**src/rtl/sseg_scan_driver.sv**
```systemverilog
// ---------------------------------------------------------------------------
// sseg_scan_driver
//   Feeds the BCD_to_sseg decoder of the parking-lot display. A binary count
//   is converted to BCD by a sequential double-dabble engine, and the
//   resulting digits are time-multiplexed onto the display.
//
// Ports
//   clk          rising-edge system clock
//   rst_n        asynchronous active-low reset
//   value        binary number to display
//   load         one-cycle strobe: sample value and start a conversion
//   dp_mask      decimal-point bit per digit, passed raw into hex.dp
//   blank_zeros  1 = suppress leading zeros
//   hex          digit + dp for the active slot (to the decoder)
//   anode        active-low digit enables, one-hot-zero
//   busy         conversion in progress
//   overflow     last taken value exceeded 9999 (display saturated)
// ---------------------------------------------------------------------------
package sseg_scan_pkg;
  typedef struct packed {
    logic [3:0] digito;
    logic       dp;
  } BCDnumber_t;
endpackage

module sseg_scan_driver
  import sseg_scan_pkg::*;
#(
  parameter int N_DIGITS    = 4,
  parameter int BIN_W       = 14,
  parameter int REFRESH_DIV = 100_000
) (
  input  logic                clk,
  input  logic                rst_n,
  input  logic [BIN_W-1:0]    value,
  input  logic                load,
  input  logic [N_DIGITS-1:0] dp_mask,
  input  logic                blank_zeros,
  output BCDnumber_t          hex,
  output logic [N_DIGITS-1:0] anode,
  output logic                busy,
  output logic                overflow
);

  localparam int IDX_W = (N_DIGITS > 1) ? $clog2(N_DIGITS) : 1;
  localparam int CNT_W = (BIN_W > 1) ? $clog2(BIN_W) : 1;
  localparam int PRE_W = (REFRESH_DIV > 1) ? $clog2(REFRESH_DIV) : 1;

  localparam logic [BIN_W-1:0] MAX_VAL  = BIN_W'(9999);
  localparam logic [CNT_W-1:0] CNT_LAST = CNT_W'(BIN_W - 1);
  localparam logic [PRE_W-1:0] PRE_TC   = PRE_W'(REFRESH_DIV - 1);
  localparam logic [IDX_W-1:0] IDX_LAST = IDX_W'(N_DIGITS - 1);

  typedef enum logic [1:0] {
    ST_IDLE   = 2'd0,
    ST_SHIFT  = 2'd1,
    ST_COMMIT = 2'd2
  } state_t;

  state_t                     state_r;
  logic [CNT_W-1:0]           cnt_r;
  logic [BIN_W-1:0]           bin_r;
  logic [N_DIGITS-1:0][3:0]   bcd_r;
  logic [N_DIGITS-1:0][3:0]   digits_r;
  logic [BIN_W-1:0]           pend_val_r;
  logic                       pend_v_r;

  logic [PRE_W-1:0]           pre_r;
  logic [IDX_W-1:0]           idx_r;

  logic [BIN_W-1:0]           src_s;
  logic [BIN_W-1:0]           start_bin_s;
  logic                       start_ovf_s;
  logic                       restart_s;
  logic [IDX_W-1:0]           idx_nxt_s;
  logic                       upper_zero_s;
  logic                       blank_s;

  // Double-dabble correction: every BCD nibble >= 5 gets 3 added before the shift.
  function automatic logic [N_DIGITS-1:0][3:0] dabble_adjust(input logic [N_DIGITS-1:0][3:0] bcd);
    logic [N_DIGITS-1:0][3:0] res;
    for (int i = 0; i < N_DIGITS; i++) begin
      res[i] = (bcd[i] >= 4'd5) ? (bcd[i] + 4'd3) : bcd[i];
    end
    return res;
  endfunction

  // Pick the value for a new conversion and saturate it to the displayable range.
  // In COMMIT a fresh load beats the stored pending value (last one wins).
  always_comb begin
    src_s       = value;
    start_bin_s = value;
    start_ovf_s = 1'b0;
    restart_s   = load | pend_v_r;
    if ((state_r == ST_COMMIT) && !load) begin
      src_s = pend_val_r;
    end else begin
      src_s = value;
    end
    if (src_s > MAX_VAL) begin
      start_ovf_s = 1'b1;
      start_bin_s = MAX_VAL;
    end else begin
      start_ovf_s = 1'b0;
      start_bin_s = src_s;
    end
  end

  // Conversion FSM: IDLE -> SHIFT (BIN_W cycles) -> COMMIT -> IDLE or next SHIFT.
  always_ff @(posedge clk or negedge rst_n) begin
    if (!rst_n) begin
      state_r    <= ST_IDLE;
      cnt_r      <= '0;
      bin_r      <= '0;
      bcd_r      <= '0;
      digits_r   <= '0;
      pend_val_r <= '0;
      pend_v_r   <= 1'b0;
      busy       <= 1'b0;
      overflow   <= 1'b0;
    end else begin
      case (state_r)
        ST_IDLE: begin
          if (load) begin
            bin_r    <= start_bin_s;
            bcd_r    <= '0;
            overflow <= start_ovf_s;
            cnt_r    <= '0;
            busy     <= 1'b1;
            state_r  <= ST_SHIFT;
          end
        end
        ST_SHIFT: begin
          {bcd_r, bin_r} <= {dabble_adjust(bcd_r), bin_r} << 1;
          if (load) begin
            pend_val_r <= value;
            pend_v_r   <= 1'b1;
          end
          if (cnt_r == CNT_LAST) begin
            state_r <= ST_COMMIT;
          end else begin
            cnt_r <= cnt_r + CNT_W'(1);
          end
        end
        ST_COMMIT: begin
          digits_r <= bcd_r;
          pend_v_r <= 1'b0;
          if (restart_s) begin
            bin_r    <= start_bin_s;
            bcd_r    <= '0;
            overflow <= start_ovf_s;
            cnt_r    <= '0;
            state_r  <= ST_SHIFT;
          end else begin
            busy    <= 1'b0;
            state_r <= ST_IDLE;
          end
        end
        default: begin
          busy    <= 1'b0;
          state_r <= ST_IDLE;
        end
      endcase
    end
  end

  // Next slot index and leading-zero blanking decision for that slot.
  always_comb begin
    idx_nxt_s    = (idx_r == IDX_LAST) ? '0 : (idx_r + IDX_W'(1));
    upper_zero_s = 1'b1;
    for (int i = 0; i < N_DIGITS; i++) begin
      upper_zero_s = upper_zero_s & ~((i >= int'(idx_nxt_s)) && (digits_r[i] != 4'd0));
    end
    blank_s = blank_zeros && (idx_nxt_s != '0) && upper_zero_s;
  end

  // Refresh scanner: advances the slot and re-registers the outputs at terminal count.
  always_ff @(posedge clk or negedge rst_n) begin
    if (!rst_n) begin
      pre_r  <= '0;
      idx_r  <= '0;
      anode  <= {{(N_DIGITS-1){1'b1}}, 1'b0};
      hex    <= '0;
    end else begin
      if (pre_r == PRE_TC) begin
        pre_r      <= '0;
        idx_r      <= idx_nxt_s;
        anode      <= blank_s ? '1 : ~(N_DIGITS'(1) << idx_nxt_s);
        hex.digito <= blank_s ? 4'd0 : digits_r[idx_nxt_s];
        hex.dp     <= dp_mask[idx_nxt_s];
      end else begin
        pre_r <= pre_r + PRE_W'(1);
      end
    end
  end

endmodule

```
**config.mk**
```make
export PLATFORM = sky130hd
export DESIGN_NAME = sseg_scan_driver
export DESIGN_NICKNAME = d
export VERILOG_FILES = /design/src/rtl/sseg_scan_driver.sv
export SDC_FILE = /design/constraint.sdc
export NUM_CORES = 1
export LEC_CHECK = 0
export CORE_ASPECT_RATIO = 1.75
export CORE_UTILIZATION = 35
export DETAILED_ROUTE_END_ITERATION = 8
export PLACE_DENSITY = 0.59
export REMOVE_ABC_BUFFERS = 1
export SETUP_SLACK_MARGIN = 0.1
export SYNTH_ARGS = -nofsm -noshare
export SYNTH_HDL_FRONTEND = slang
export SYNTH_SLANG_ARGS = --single-unit
export TNS_END_PERCENT = 100
```
**constraint.sdc**
```tcl
create_clock -name clk -period 5.9 [get_ports clk]
set_input_delay 1.77 -clock clk [delete_from_list [all_inputs] [get_ports clk]]
set_output_delay 1.77 -clock clk [all_outputs]
set_load 0.01 [all_outputs]
```
Yosys cells after proc, flatten, opt, wreduce, memory -nomap -nowiden
Cells that the tools add are included.
{ "word_totals": {"register_bits": 97, "inputBits": 22, "out_inout_bits": 11, "elab_cells": 117} }
{ "classes": {"add_sub_neg": 7, "n_lt_le_gt_ge": 9, "n_eq_ne": 11, "shifts": 1, "muxes": 36, "n_bitwise": 10, "reduce_logical": 23} }
{ "op_table": {"columns": ["operator", "count"], "rows": [
  ["$mux 14", 4],
  ["$pmux 16 s3", 1],
  ["$pmux 14 s3", 1],
  ["$mux 4", 9],
  ["$mux 16", 2],
  ["$add 17x1->17 const B", 1],
  ["$eq 17x17->1 const B", 1],
  ["$mux 17", 1],
  ["$ge 4x3->1 const B", 4],
  ["$reduce_bool 4->1", 4],
  ["$gt 14x14->1 const B", 1],
  ["$add 4x2->4 const B", 3],
  ["$ne 2x2->1 const B", 6],
  ["$pmux 4 s3", 1],
  ["$reduce_and 3->1", 3],
  ["$bmux 4 s2", 1],
  ["$mux 1", 7],
  ["$logic_and 1x1->1", 6],
  ["$mux 2", 3],
  ["$pmux 2 s3", 1],
  ["$reduce_and 2->1", 3],
  ["$reduce_bool 2->1", 3],
  ["$not 1->1", 5],
  ["$add 4x1->4 const B", 1],
  ["20 further kinds", 25]
]} }

Longest topological paths before layout
Gate-level depths: netlist (run 1).
{ "depth": {"word_depth": 10, "ltp_mapped": 6, "depth_no_buf": 6} }

Least setup slack after synthesis (run 1)
No wires, ideal clock.
{ "synth_path": {"kind": "input to register", "startpoint": "input port value[7]", "endpoint": "register bin_r[10]", "arrival_time_ns": 3.054, "path_slack_ns": 2.709, "stages": 4, "path_buffers": 0, "cell_sequence": "or4_1 a2111o_1 a31oi_4 a22oi_1"} }
{ "synth_between": {"elab_chain_cells": 5, "word_cells_on_any_way": 6, "cone_classes": "order compare (1); mux (5)"} }
{ "synth_lines": {"columns": ["item", "line_no", "text"], "rows": [
  ["start: declaration", "35", "input logic [BIN_W-1:0] value,"],
  ["$mux 14 (*)", "95", "if ((state_r == ST_COMMIT) && !load) begin"],
  ["$gt 14x14->1 (*)", "100", "if (src_s > MAX_VAL) begin"],
  ["$mux 14 (*)", "100", null],
  ["$mux 14 (on tied branches)", "148, 124", null],
  ["$pmux 14 s3 (*)", "122", "case (state_r)"],
  ["end signal: assignment", "125", "bin_r <= start_bin_s;"],
  ["end signal: assignment", "134", "{bcd_r, bin_r} <= {dabble_adjust(bcd_r), bin_r} << 1;"],
  ["end signal: assignment", "149", "bin_r <= start_bin_s;"],
  ["end: declaration", "62", "logic [BIN_W-1:0] bin_r;"]
]} }
Every way passes the cells marked *; elsewhere a longest branch is shown, timed or not. The select of a mux whose other input is x is not followed.
A chain may end at the register's enable or synchronous reset.

Worst setup path in the final report (run 1)
{ "layout_path": {"startpoint": "input port load", "endpoint": "register bin_r[1]"} }
{ "layout_between": {"elab_chain_cells": 7, "word_cells_on_any_way": 12, "cone_classes": "order compare (1); eq/ne (2); mux (5); bitwise (1); reduce/logical (3)"} }
{ "layout_lines": {"columns": ["item", "line_no", "text"], "rows": [
  ["start: declaration", "36", "input logic load,"],
  ["$logic_not 1->1", "95", null],
  ["$logic_and 1x1->1", "95", null],
  ["$mux 14", "95", null],
  ["$gt 14x14->1", "100", null],
  ["$mux 14", "100", null],
  ["$mux 14 (on tied branches)", "148, 124", null],
  ["$pmux 14 s3", "122", null]
]} }
Several ways; a longest one is shown, not always the timed one. The select of a mux whose other input is x is not followed.

==> impl_summary.md, run 1 <==
Outcome
The flow ran to the end, and the final reports show no timing, DRC or antenna violations.

Worst setup path
Walking the worst path, the cells encountered are clkdlybuf4s50_1, nor3b_4, mux2_2, a31oi_4, a22oi_1. The slowest stage of the critical path is the nor3b_4 cell. Setup slack on the worst reg-to-reg path comes out at 3.22 ns.

On the worst path, the slowest cell contributes a delay of 0.77 ns. The kind of end point of the critical path is a register. Data on the critical path arrives at its endpoint at 3.94 ns.

The required time at the endpoint of the critical path is 6.10 ns. The critical setup path kind is in2reg. The largest fanout on the critical path is 17.

The startpoint class of the critical path is an input port.

Placed design
OpenSTA, run right after detailed placement, puts the worst setup slack at 1.788 ns. Buffers placed on the I/O ports in this run total 32. Detailed placement ended at an HPWL of 6410 µm. Routability-driven placement finished with a final weighted congestion of 0.8088. The post-place instance area is 5199 µm².

Clock tree
The master cell of the clock root buffer is clkbuf_16. The number of clock buffers inserted by TritonCTS is 9. The quantity of gates resized following cts is 0.

CTS built an H-tree with a depth of 3. The clock insertion delay at the later pin of the skew report is 0.34 ns. For this design, the sink count on the clock tree is 97. The setup fix buffers added after clock tree synthesis is 0. The maximum clock path buffer count is 2. For this design, the CTS-stage hold fixing added 0 buffers. Clock-pin slew was measured on the worst setup and hold paths at 0.06 ns. The TritonCTS clock tree is done.

Route
The number of DRC markers after the initial detailed-route iteration is 124. The detailed router used layers up to and including met4. The sum of met3 wire segment lengths after detailed routing is 189 µm. The routed length on met1 is 3606 µm. The routed wire length is 8921 µm.

For this run, design rule violations remaining after detail routing come to 0. The detail route stage leaves a number of antenna-violating nets equal to 0. The routed layout has 3236 vias. The pre-antenna-repair detailed-routing pass consisted of 4 iterations. The routed wire length per instance is 14.21 µm. Using the TritonRoute via totals, the vias-per-cell ratio works out to 5.153. After detailed routing, the met2 layer carries 4915 µm of wire.

Power
Per report_power, the combinational group accounts for 31.4% of the total. The analysis attributes to net switching a power of 0.7663 mW. Dividing total power by cell area gives a power density of 427.0 nW/µm².

The sequential share of power is 43.1%. The total leakage power is 2.272 nW. The cell internal power dissipation is 1.585 mW. The share of power burned in the clock network is 25.5%.

VDD sags by at most 0.2243 mV. Net switching is 32.58% of the power.

STA
The setup violation total in the final timing report is 0. Summed over all failing endpoints, the final setup total negative slack is 0 ns. On the final layout, the worst clock skew is 0.005867 ns. The highest clock rate is 0.2672 GHz. The worst path in the final design needs a cycle of 3.742 ns, including I/O delays and setup.

The number of max-slew violations in the final report is 0. The worst hold-check slack is 0.4875 ns. In the finished design, the share of the clock period the worst path needs comes to 63.43%. The slew at the pin closest to its max-slew limit is 1.090 ns. The headroom to the max-slew limit is 27.07%.

The post-layout worst setup margin is 2.158 ns. The final-report hold violation count was 0. Setup repair after global routing left no endpoint under its margin.

Global route
The number of global-route vias before repair is 3372. The number of antenna violations at the first check in global routing is 0. Global routing used 14.51% of the available tracks. Entering global routing, the biggest net connects 59 pins. The first-pass GRT wire length is 15610 µm. The total congestion overflow is 0.

Floorplan
From bottom edge to top edge, the die measures 155.5 µm. The effective utilization at floorplan is 36.21%. The width of the die is 89.69 µm. The number of cell rows is 55. The area inside the core boundary is 13010 µm².

The I/O pin count is 33. The floorplan die area is 13940 µm².

Logic synthesis
Among all flip-flop cells after synthesis, the most frequent one is dfrtp_1. The number of register bits inferred by synthesis is 97. The netlist uses 41 different library cells. Yosys mapped a number of flops with a built-in enable equal to 0.

In this run the mean area of a mapped cell was 11.13 µm². Yosys printed 0 warnings. The cell with the most instances after synthesis is dfrtp_1. The largest total area in the synthesized netlist belongs to dfrtp_1. Sequential elements use 51.62% of the synthesized area. In the synthesized netlist the async set-or-reset flop fraction comes to 100.0%. The top cell type by area accounts for 49.95% of the synthesized area.

The number of cells produced by synthesis is 423. The synthesized cell area is 4710 µm². Ranked by instance count, the synthesized netlist is headed by 94 x dfrtp_1, 40 x nand2_1, 36 x mux2_2. Ranked by total cell area, the synthesized netlist is headed by dfrtp_1 50%, mux2_2 8.6%, ha_1 4.0%.

Final layout
The final antenna diode count is 0. The finished cells cover 5508 µm². Fill cells in the final layout number 1213. The synthesis-to-layout area growth is 16.95%.

The layout net count is 489. The fraction of final layout cells with drive strength greater than 1 is 14.44%.

Worst hold path
The path class of the tightest hold or removal check is reg2reg.

Run
The count of maximum capacitance violations is 0.
layout make-up:
type	count	area, µm²	area share (%)
well taps	171	214.0	3.885
flip-flops and latches	97	2431	44.14
clock inverters	2	35.03	0.6361
inverters	14	52.55	0.9541
repair buffers	36	347.8	6.315
clock buffers	14	274.0	4.975
multi-input cells	294	2153	39.10
power groups by stage:
stage	Sequential (mW)	Clock [mW]	Combinational, mW
finish	1.01	0.600	0.739
global route	1.05	0.642	0.843
global placement	1.02	0	0.724
floorplan	0.980	0	0.569
detailed placement	1.03	0	0.749
CTS	1.02	0.623	0.752
cells by family (layout without fill, tap and decap cells):
family                   count (synthesis)  count (layout)  share of synthesized area (%)
buffers and inverters                   32              66                          2.657
AO/OA/AOI/OAI                           87              87                          12.03
multiplexers                            50              50                          12.91
flip-flops                              97              97                          51.62
adder cells (fa/ha/maj)                 15              15                          3.985
XOR/XNOR                                23              23                          4.277
AND/OR/NAND/NOR                        119             119                          12.51
cells in the final DEF (no fill, tap or decap), types with 2 or more instances in the layout:
cell type,Yosys,final
nor4b_1,3,3
mux2_2,36,36
a21oi_1,11,11
nand4_1,6,6
nand2_1,40,40
a32o_1,4,4
nor4_1,7,7
clkdlybuf4s50_1,0,31
buf_4,0,5
nor2b_1,2,2
clkbuf_16,0,9
o31ai_1,6,6
a221o_1,2,2
xor2_1,7,7
o2bb2ai_1,4,4
o21ai_0,34,34
nand3_1,13,13
nor3_1,5,5
dfrtp_1,94,94
o32ai_1,2,2
or3_1,4,4
ha_1,15,15
nand2b_1,7,7
inv_1,14,14
a22oi_1,6,6
mux2i_1,9,9
clkbuf_1,12,2
clkbuf_8,0,3
xnor2_1,16,16
o211ai_1,4,4
o22ai_1,11,11
dfstp_2,3,3
and3_1,2,2
or4_1,2,2
nor2_1,24,24
mux4_2,5,5
registers in the layout, indices dropped and copies added (netlist names):
signal and cells:
overflow 1, pend_val_r 14, idx_r 2, bcd_r 16
pre_r 17, cnt_r 4, state_r 2, hex 5
anode 4, bin_r 14, busy 1, digits_r 16
pend_v_r 1
worst max-delay path, delay by kind of cell:
kind                   cells  cell delay, ns
AND/OR/NAND/NOR            1            0.77
buffers and inverters      1            0.49
multiplexers               1            0.47
AO/OA/AOI/OAI              2            0.45
metrics by stage:
| stage | std cells | power (mW) | utilization (%) |
|---|---|---|---|
| 6_report | 628 | 2.352 | 42.35 |
| 5_1_grt | 628 | 2.531 | 42.35 |
| 4_1_cts | 628 | 2.392 | 42.35 |
| 3_5_place_dp | 612 | 1.777 | 39.97 |
| 3_3_place_gp | 612 | 1.747 | 39.97 |
| 2_1_floorplan | 405 | 1.549 | - |
worst paths after layout:
| kind | from | endpoint | depth (start not counted) |
|---|---|---|---|
| worst max-delay path | load | bin_r[1]$_DFFE_PN0P_ | 5 |
| worst min-delay path | bin_r[13]$_DFFE_PN0P_ | bcd_r[0]$_DFFE_PN0P_ | 2 |
| worst max register to register | pre_r[0]$_DFF_PN0_ | hex[0]$_DFFE_PN0N_ | 4 |
| worst min register to register | bin_r[13]$_DFFE_PN0P_ | bcd_r[0]$_DFFE_PN0P_ | 2 |
| max in group asynchronous | rst_n | digits_r[8]$_DFFE_PN0N_ | 2 |
| min in group asynchronous | rst_n | pre_r[6]$_DFF_PN0_ | 1 |
metal layers:
metal | vias to the layer above | GRT usage [%]
li1 | 1577 | -
met1 | 1604 | 16.27
met2 | 40 | 25.94
met3 | 15 | 2.175
met4 | 0 | 7.029
met5 | - | 0
Note: power is estimated with default switching activity, not from simulation.
==> run 2, diff against run 1 <==
==> constraint.sdc (replaced) <==
create_clock -name clk -period 3.6 [get_ports clk]
set_input_delay 1.08 -clock clk [delete_from_list [all_inputs] [get_ports clk]]
set_output_delay 1.08 -clock clk [all_outputs]
set_load 0.01 [all_outputs]
==> run 2 against run 1 <==
  * First-iteration DRC count up 31%
  * Highest routed layer unchanged
  * Via count up 1.8%
  * Critical endpoint is now bin_r[10]$_DFFE_PN0P_
  * Sequential power up 64%
==> impl_summary.md, run 2 (synthesis results as in run 1) <==
Final layout
The number of antenna diodes in the final layout is 0. The total of fill cells in the finished design is 1227. The finished layout holds 633 standard cells, fillers aside. The register with the most flip-flops in the layout has 17 of them. Across the whole layout, storage elements account for 2431 µm². The register with the most flip-flops in the final layout is pre_r.

The layout net count is 495. Leaving out fill and tap cells, the most frequent cell in the layout is dfrtp_1. The area occupied by multi-input gates is 2153 µm². The post-route netlist has 15.58% of its cells at a drive strength greater than 1. In the layout the commonest cells are 94 x dfrtp_1, 40 x nand2_1, 36 x mux2_2. The synthesis-to-layout area growth is 17.93%.

In the final layout, the registers with the most flip-flops are pre_r: 17 flops, bcd_r: 16 flops, digits_r: 16 flops.

Route
Summed over all layers, the routed wires come to 9267 µm. For this run, design rule violations remaining after detail routing come to 0. The number of DRC markers after the initial detailed-route iteration is 162. The routed via count divided by cell count is 5.202. The routed length on met1 is 3798 µm. The total via count after detailed routing is 3293. In this run the top signal layer used is met4. The first detailed-routing pass took 4 iterations. The post-detailed-route count of antenna-violating nets is 0.

Wire segments on met3 add up to 195 µm in the final route. The total met2 wirelength after detailed routing is 5140 µm. The routed wire length per instance is 14.64 µm.

Power
The peak supply drop is 0.3239 mV. The sequential share of power is 42.7%. Dividing total power by cell area gives a power density of 700.9 nW/µm².

The fraction of power spent switching nets is 32.73%. Cell internal power was estimated by the tool at 2.619 mW. The share of power burned in the clock network is 25.7%. The combinational share of power is 31.6%. The total leakage power is 2.298 nW. The reported net switching power is 1.274 mW.

Worst setup path
Along the worst path, the maximum fanout reaches 10. Data arrives at the worst endpoint at 2.92 ns. The critical setup path kind is in2reg.

The startpoint class of the critical path is an input port. The required time at the endpoint of the critical path is 3.80 ns. The kind of end point of the critical path is a register.

STA
Setup repair after global routing left no endpoint under its margin. On the final layout, the worst clock skew is 0.007567 ns. The final-report hold violation count is 0.

After layout, the minimum clock period comes to 2.717 ns. The worst pin sits at a relative slew slack of 35.35%. For the pin with the worst max-slew slack, the measured transition is 0.9697 ns.

The number of max-slew violations in the final report came to 0. The setup TNS is 0 ns. The setup violation total in the final timing report is 0. The final clock period utilization by the worst path is 75.47%.

Static timing analysis puts the maximum clock frequency at 0.3681 GHz.

Floorplan
The die covers 13940 µm². The width of the die is 89.69 µm. The effective utilization at floorplan is 36.21%. The I/O pin count is 33. The height of the die is 155.5 µm. After floorplanning, the core was sized to cover 13010 µm².

The initialized floorplan defines 55 standard-cell rows.

Clock tree
The total of hold buffers inserted after clock tree synthesis is 0. Gates resized during post-CTS repair numbered 0. The maximum clock path buffer count is 2. The TritonCTS clock tree is done.

Clock tree synthesis inserted a total of 9 buffers. The setup fix buffers added after clock tree synthesis is 0. The clock reaches the later pin of the worst-skew pair after 0.33 ns. The clock edge transition at the registers on the reported setup and hold paths is 0.06 ns. In this run the clock root is driven by a clkbuf_16. The H-tree generated during clock tree synthesis spans 3 levels. The clock drives 97 sinks.

Global route
The number of global-route vias before repair was 3429. The first-pass GRT wire length is 15860 µm. Global routing used 14.71% of the available tracks.

The largest net degree at the start of global routing is 62. The number of antenna violations at the first check in global routing came to 0. Global routing finished with a remaining overflow of 0.

Placed design
After detailed placement, the design holds a cell count of 618. Input and output buffers added on the ports amount to 32. The routability congestion estimate is 0.7662. The detailed-placement wirelength estimate is 6767 µm.

Worst hold path
The min-delay analysis places its worst path in the category reg2reg.

Run
Max-cap violations in this run came to 0.

Outcome
The flow ran to the end, and the final reports show no timing, DRC or antenna violations.
[run 2: per-stage QoR]
stage | hold slack [ns] | util, % | cell area (µm²) | worst slack (ns) | power (mW)
floorplan | 0.4453 | - | 4637 | 1.002 | 2.539
global placement | 0.4609 | 40.32 | 5244 | 0.5703 | 2.869
detailed placement | 0.4719 | 40.32 | 5244 | 0.5209 | 2.935
CTS | 0.4887 | 42.70 | 5554 | 0.8723 | 3.946
global route | 0.5187 | 42.70 | 5554 | 0.7866 | 4.192
finish | 0.4797 | 42.70 | 5554 | 0.8831 | 3.893
[run 2: final timing paths]
path	end	from	depth (start not counted)	slack, ns
setup / recovery	bin_r[10]$_DFFE_PN0P_	value[7]	5	0.88
hold / removal	bcd_r[0]$_DFFE_PN0P_	bin_r[13]$_DFFE_PN0P_	2	0.48
setup reg to reg	hex[0]$_DFFE_PN0N_	idx_r[0]$_DFFE_PN0N_	4	1.46
hold reg to reg	bcd_r[0]$_DFFE_PN0P_	bin_r[13]$_DFFE_PN0P_	2	0.48
max in group asynchronous	bin_r[7]$_DFFE_PN0P_	rst_n	2	1.97
min in group asynchronous	pre_r[5]$_DFF_PN0_	rst_n	1	0.81
[run 2: final cells by class]
type	count	area share [%]
Sequential cell	97	43.77
Multi-Input combinational cell	294	38.77
Timing Repair Buffer	42	7.074
Clock buffer	10	4.123
Tap cell	171	3.852
Clock inverter	5	1.464
Inverter	14	0.9462
[run 2: layer usage]
metal | GRT usage [%] | vias to the layer above
met5 | 0 | -
met4 | 4.611 | 0
met3 | 2.599 | 10
met2 | 27.49 | 39
met1 | 16.24 | 1644
li1 | - | 1600
[run 2: power by group through the flow]
stage,logic (mW),registers [mW],clock network [mW]
floorplan,0.932,1.61,0
global placement,1.20,1.67,0
global route,1.42,1.71,1.06
detailed placement,1.25,1.69,0
finish,1.23,1.66,0.999
CTS,1.26,1.67,1.02
[run 2: critical path: stages]
cell             delay, ns
clkdlybuf4s50_1       0.43
or4_1                 0.54
a2111o_1              0.44
a31oi_4               0.32
a22oi_1               0.11
